<file path="config.mk">
export PLATFORM = sky130hd
export DESIGN_NAME = sram_controller
export DESIGN_NICKNAME = d
export VERILOG_FILES = /design/src/rtl/sram_pkg.sv /design/src/rtl/sram_controller.sv
export SDC_FILE = /design/constraint.sdc
export NUM_CORES = 1
export LEC_CHECK = 0
export ABC_AREA = 1
export BUFFER_PORTS_ARGS = -buffer_cell sky130_fd_sc_hd__buf_4
export CAP_MARGIN = 10
export CORE_MARGIN = 2
export CORE_UTILIZATION = 46
export DETAILED_ROUTE_END_ITERATION = 16
export PLACE_DENSITY = 0.83
export SETUP_SLACK_MARGIN = 0.3
export SLEW_MARGIN = 25
export SYNTH_ARGS = -nofsm -noshare
export SYNTH_HDL_FRONTEND = slang
export SYNTH_SLANG_ARGS = --single-unit
</file>
<file path="constraint.sdc">
create_clock -name clk -period 1.6 [get_ports clk]
set_clock_uncertainty 0.05 [all_clocks]
set_input_delay 0.24 -clock clk [delete_from_list [all_inputs] [get_ports clk]]
set_output_delay 0.24 -clock clk [all_outputs]
set_load 0.05 [all_outputs]
</file>
<file path="src/rtl/sram_pkg.sv">
// rtl/sram_pkg.sv - shared types and constants for the SRAM data-memory controller
package sram_pkg;

    typedef enum logic [1:0] {
        IDLE = 2'd0,
        LOW  = 2'd1,
        HIGH = 2'd2,
        DONE = 2'd3
    } sram_state_t;

    localparam logic [31:0] DEFAULT_BASE_ADDR = 32'd1024;
    localparam int SRAM_DATA_W = 16;
    localparam int SRAM_ADDR_W = 18;

endpackage

</file>
<file path="src/rtl/sram_controller.sv">
// rtl/sram_controller.sv - 32-bit word load/store executed as two half-word SRAM accesses
module sram_controller
    import sram_pkg::*;
#(
    parameter int unsigned WAIT_CYCLES = 2,
    parameter logic [31:0] BASE_ADDR   = DEFAULT_BASE_ADDR
) (
    input  logic                   clk,
    input  logic                   rst,
    input  logic                   rd_en,
    input  logic                   wr_en,
    input  logic [31:0]            address,
    input  logic [31:0]            write_data,
    output logic [31:0]            read_data,
    output logic                   ready,
    output logic [SRAM_ADDR_W-1:0] sram_addr,
    output logic [SRAM_DATA_W-1:0] sram_dq_out,
    input  logic [SRAM_DATA_W-1:0] sram_dq_in,
    output logic                   sram_dq_oe,
    output logic                   sram_we_n,
    output logic                   sram_oe_n
);

    localparam logic [3:0] WAIT_LOAD = 4'(WAIT_CYCLES - 1);

    sram_state_t            state;
    logic [3:0]             wait_cnt;
    logic                   op_write;
    logic [16:0]            word_idx;
    logic [SRAM_DATA_W-1:0] wdata_hi;
    logic [16:0]            req_idx;

    assign req_idx = 17'((address - BASE_ADDR) >> 2);

    assign ready = (state == DONE) || ((state == IDLE) && !(rd_en || wr_en));

    always_ff @(posedge clk) begin
        if (rst) begin
            state       <= IDLE;
            wait_cnt    <= 4'd0;
            read_data   <= 32'd0;
            op_write    <= 1'b0;
            word_idx    <= 17'd0;
            wdata_hi    <= '0;
            sram_addr   <= '0;
            sram_dq_out <= '0;
            sram_dq_oe  <= 1'b0;
            sram_we_n   <= 1'b1;
            sram_oe_n   <= 1'b1;
        end else begin
            case (state)
                IDLE: begin
                    // Pins are set up on the accepting edge so LOW starts the cycle after the request.
                    if (wr_en || rd_en) begin
                        op_write    <= wr_en;
                        word_idx    <= req_idx;
                        wdata_hi    <= write_data[31:16];
                        wait_cnt    <= WAIT_LOAD;
                        state       <= LOW;
                        sram_addr   <= {req_idx, 1'b0};
                        sram_dq_out <= wr_en ? write_data[15:0] : '0;
                        sram_dq_oe  <= wr_en;
                        sram_we_n   <= !wr_en;
                        sram_oe_n   <= wr_en;
                    end
                end
                LOW: begin
                    if (wait_cnt == 4'd0) begin
                        state     <= HIGH;
                        wait_cnt  <= WAIT_LOAD;
                        sram_addr <= {word_idx, 1'b1};
                        if (op_write) sram_dq_out <= wdata_hi;
                        else          read_data[15:0] <= sram_dq_in;
                    end else begin
                        wait_cnt <= wait_cnt - 4'd1;
                    end
                end
                HIGH: begin
                    if (wait_cnt == 4'd0) begin
                        state       <= DONE;
                        sram_addr   <= '0;
                        sram_dq_out <= '0;
                        sram_dq_oe  <= 1'b0;
                        sram_we_n   <= 1'b1;
                        sram_oe_n   <= 1'b1;
                        if (!op_write) read_data[31:16] <= sram_dq_in;
                    end else begin
                        wait_cnt <= wait_cnt - 4'd1;
                    end
                end
                DONE:    state <= IDLE;
                default: state <= IDLE;
            endcase
        end
    end

endmodule
</file>
# == Word-level counts from Yosys, hierarchy flattened ==
# Cells that the tools add are included.
# totals
reg_bits,109
in_bits,84
output_inout_bits,70
elab_cells,65
# classes
addsub,2
eq_ne,8
n_mux,25
bitwise_logic,1
n_reduce_logical,17
# ops
cell,n
$mux 16,5
$mux 18,3
$pmux 18 s3,1
$pmux 16 s3,1
$sub 19x11->19 const B,1
$reduce_and 3->1,5
$mux 4,3
$pmux 4 s3,1
$ne 2x2->1 const B,4
$pmux 2 s4,1
$mux 2,3
$pmux 1 s2,3
$reduce_and 5->1,1
$eq 2x2->1 const B,2
$logic_not 4->1,1
$mux 1,4
$reduce_and 4->1,1
$sub 4x1->4 const B,1
$reduce_bool 3->1,1
$eq 2x1->1 const B,1
$logic_not 1->1,2
$logic_not 2->1,1
$logic_or 1x1->1,2
$ne 2x1->1 const B,1
4 further kinds,4

# == Depth between registers and ports, before layout ==
# depth
depth_word,4
ltp_mapped,11
mapped_depth_nobuf,10

# == Worst setup path before layout ==
# No wires, ideal clock.
# synth_timing
path_kind,reg2reg
from,reg state[0]
to,reg sram_addr[6]
setup_time_ns,0.116
arrival_time_ns,1.712
t_required_ns,1.434
setup_slack_ns,-0.278
path_stages_with_launch,10
path_buffers,1
period_less_slack_ns,1.878
cell_sequence,dfxtp_1 > inv_1 > ha_1 > nand3_1 > nand2_1 > inv_2 > nand2_4 > buf_2 > o21ai_0 > nor2_1
# synth_via
elab_chain_cells,3
elab_cells_between_ends,9
cone_classes,5 x eq/ne; 1 x mux; 3 x reduce/logical
# synth_rtl
item,line,source
from (decl),sram_controller.sv:26,sram_state_t state;
from (signal assigned),sram_controller.sv:39,state <= IDLE;
from (signal assigned),sram_controller.sv:59,state <= LOW;
from (signal assigned),sram_controller.sv:69,state <= HIGH;
$eq 2x1->1 (tied with other cells),sram_controller.sv:51,case (state)
$ne 2x2->1 (no source line) (tied with other cells),--,
$reduce_and 4->1 (no source line),--,
to (signal assigned),sram_controller.sv:60,"sram_addr <= {req_idx, 1'b0};"
to (signal assigned),sram_controller.sv:71,"sram_addr <= {word_idx, 1'b1};"
to (decl),sram_controller.sv:16,"output logic [SRAM_ADDR_W-1:0] sram_addr,"
# Parallel ways exist; a longest one is shown, timed or not.
# A chain may end at the register's enable or synchronous reset.

# == Worst setup path after layout ==
# layout_timing
from,reg state[0]
to,reg sram_dq_out[11]
# layout_via
elab_chain_cells,3
elab_cells_between_ends,10
cone_classes,6 x eq/ne; 1 x mux; 3 x reduce/logical
# layout_rtl
item,line,source
$eq 2x1->1 (tied with other cells),sram_controller.sv:51,
$ne 2x2->1 (no source line) (tied with other cells),--,
$reduce_and 5->1 (no source line),--,
to (signal assigned),sram_controller.sv:61,sram_dq_out <= wr_en ? write_data[15:0] : '0;
to (signal assigned),sram_controller.sv:72,if (op_write) sram_dq_out <= wdata_hi;
to (decl),sram_controller.sv:17,"output logic [SRAM_DATA_W-1:0] sram_dq_out,"
# Parallel ways exist; a longest one is shown, timed or not.

==> reports/results.tsv <==
metric	value	unit
outcome	complete, but fails checks	
failed_checks	negative setup slack	
antenna_found_initial	0	
synth_ff_type	dfxtp_1	
r2r_slack	-0.08	ns
fin_area	7537	um^2
crit_type	flip-flop to flip-flop	
cp_top_family	buffers and inverters	
cts_made_buffers	9	
cp_common_cell	buf_12	
fin_ws	-0.07694	ns
first_iter_violations	261	
holdCritPathClass	input port to flip-flop	
synth_top_area_cell	dfxtp_1	
ir_worst_vdd	1337	uV
utilization	0.7367	
fin_setup_tns	-0.3073	ns
syn_nets	771	
max_freq	0.5963	GHz
worst_path_largest_cell_delay	0.39	ns
die-area	11230	um^2
yosys.cell_count.top_type	nand2_1	
required	1.87	ns
diodes	0	
grt_max_degree	48	
die_w	106.0	um
final.min_clock_period	1.677	ns
first_pass_iters	5	
vias_per_cell	5.200	
cts_max_path_buffers	2	
drc	0	
relSlewSlack	0.7065	
hpwl	8113	um
grt_first_pass_wirelength	21710	um
seq_power_share	0.250	
path_cells	inv_4, buf_12, ha_4, o21ai_4, buf_12, nand3_4, buf_12, nand2_2, nand2_1, nor2_1	
crit_buf_inv	4	
placed_cells	939	
critPathSlowestCell	dfxtp_4	
crit_fanout	32	
yosys_warnings	0	
post-route-period-util	1.048	
fin_nets	944	
cts_hold_buf	0	
ys_async_sr_fraction	0	
ys_types	26	
power_density	2229	nW/um^2
reg2reg_from	state[0]$_SDFFE_PP0P_	
power.share.switching	0.4866	
synth_commonest_cells	120 x nand2_1, 115 x nor2_1, 109 x dfxtp_1	
whs_endpoint	read_data[13]$_SDFFE_PP0P_	
vias	5174	
detail-route-antenna-nets	0	
cts_tree	yes	
first_global_vias	4524	
yosysTopAreaCellShare	0.4561	
ff_latch_area	2195	um^2
synth_edf_count	0	
final_cells	995	
coreArea	10230	um^2
clock_latency	0.38	ns
avgSynthCellArea	7.026	um^2
synthesis.area	4785	um^2
critPathCaptureType	flip-flop	
wire_per_inst	15.61	um
multi_input_area	2751	um^2
setup_viol	13	
p_int	8.627	mW
synth_area_leaders	dfxtp_1 46%, o21ai_0 9.7%, nand2_1 9.4%	
htreeDepth	3	
hp-start	sram_dq_in[13]	
holdPathStages	3	
dp_slack	0.02212	ns
grt.total_usage	0.2381	
drive_gt1_frac	0.4447	
synth_seq_cells	109	
synthToLayoutAreaGrowth	57.53	%
p_comb_frac	0.645	
clock-sinks	109	
io-pin-count	154	
power_switching	8.177	mW
placed_area	6162	um^2
clkSlewWorstSetupHoldPaths	0.12	ns
core.rowCount	37	
crit_arrival	1.95	ns
tightest_slew	0.4403	ns
leakage	3.374	nW
rsz0062_at_grt	true	
slew_violations	0	
hold_viol	0	
die_height	106.0	um
clockRootBuffer	clkbuf_8	
initial_core_util	0.4677	
ys_seq_area_frac	0.4561	
ff2ff_path_depth	10	
clkPwrFrac	0.106	
rr_endpoint	sram_dq_out[11]$_SDFFE_PP0P_	
finalPower	16.80	mW
place_congestion	0.8288	
syn-instance-count	681	
startpoint_type	flip-flop	
grt-ovfl-total	0	
fill_cells	700	
maxCapViolCount	0	
routed_wl	15540	um
port_buffers	138	
whs	0.04474	ns
-- cell families (layout without fill, tap and decap cells) --
logic type,after synthesis,count (layout),synth area share
compound gates,157,157,0.1679
fa+ha+maj,6,6,0.01569
buf+inv,120,297,0.1072
xor+xnor,3,3,0.005493
flops,109,109,0.4561
simple gates,286,287,0.2476
-- worst max path at each step --
stage / endpoint / cells past startpoint / start
floorplan: sram_addr[10]$_SDFFE_PP0P_ / 10 / state[1]$_SDFFE_PP0P_
global placement: sram_dq_out[0]$_SDFFE_PP0P_ / 7 / state[0]$_SDFFE_PP0P_
detailed placement: sram_addr[8]$_SDFFE_PP0P_ / 7 / state[0]$_SDFFE_PP0P_
CTS: ready / 5 / state[0]$_SDFFE_PP0P_
global route: sram_dq_out[11]$_SDFFE_PP0P_ / 10 / state[0]$_SDFFE_PP0P_
finish: sram_dq_out[11]$_SDFFE_PP0P_ / 10 / state[0]$_SDFFE_PP0P_
-- flip-flops by register name, summed over array words and instances (netlist names) --
| register | count |
|---|---|
| word_idx | 17 |
| wdata_hi | 16 |
| op_write | 1 |
| state | 2 |
| read_data | 32 |
| sram_oe_n | 1 |
| sram_we_n | 1 |
| sram_dq_oe | 1 |
| sram_addr | 18 |
| wait_cnt | 4 |
| sram_dq_out | 16 |
-- power by group through the flow --
stage          Combinational (mW)  Sequential (mW)  Clock [mW]
2_1_floorplan                3.63             6.09           0
3_3_place_gp                 7.70             4.11           0
3_5_place_dp                 7.79             4.13           0
4_1_cts                      9.33             4.08        1.79
5_1_grt                      11.5             4.28        1.92
6_report                     10.8             4.19        1.78
-- cell type report --
cell class	count	area share
Multi-Input combinational cell	453	0.3650
Sequential cell	109	0.2912
Timing Repair Buffer	198	0.2472
Inverter	83	0.04698
Tap cell	136	0.02258
Clock buffer	10	0.01693
Clock inverter	6	0.01013
-- worst min-delay path, cell delays in order --
cell and delay, ns:
buf_4 0.09, nor2_1 0.03, nor2_1 0.08
-- timing repair --
item,4_1_cts,5_1_grt
endpoints found under the setup margin,108,109
resized for setup,122,98
gates cloned,4,6
setup buffers,18,12
pin swaps,45,17
-- per-layer routing --
| layer | vias to the layer above | global-route usage | routed length (um) |
|---|---|---|---|
| met4 | 0 | 0.08553 | 350 |
| met2 | 210 | 0.3931 | 7589 |
| met1 | 2430 | 0.3159 | 6675 |
| met3 | 35 | 0.03801 | 920 |
| li1 | 2499 | - | - |
| met5 | - | 0 | 0 |
-- placed cells by master, fill, tap and decap left out, types with 9 or more instances in the layout --
master    count
nor2_2       23
o21ai_2      31
buf_4       162
buf_6        13
buf_12       13
inv_1        67
o21ai_1      14
nor2_1       87
a21oi_1      34
nand3_2      18
nand2_4      10
o21ai_0      47
nand2_2      21
inv_2         9
nand2_1      90
nand3_1      21
dfxtp_1     105
clkbuf_8      9
a21oi_2      25
Power figures use the tool's default switching activity.
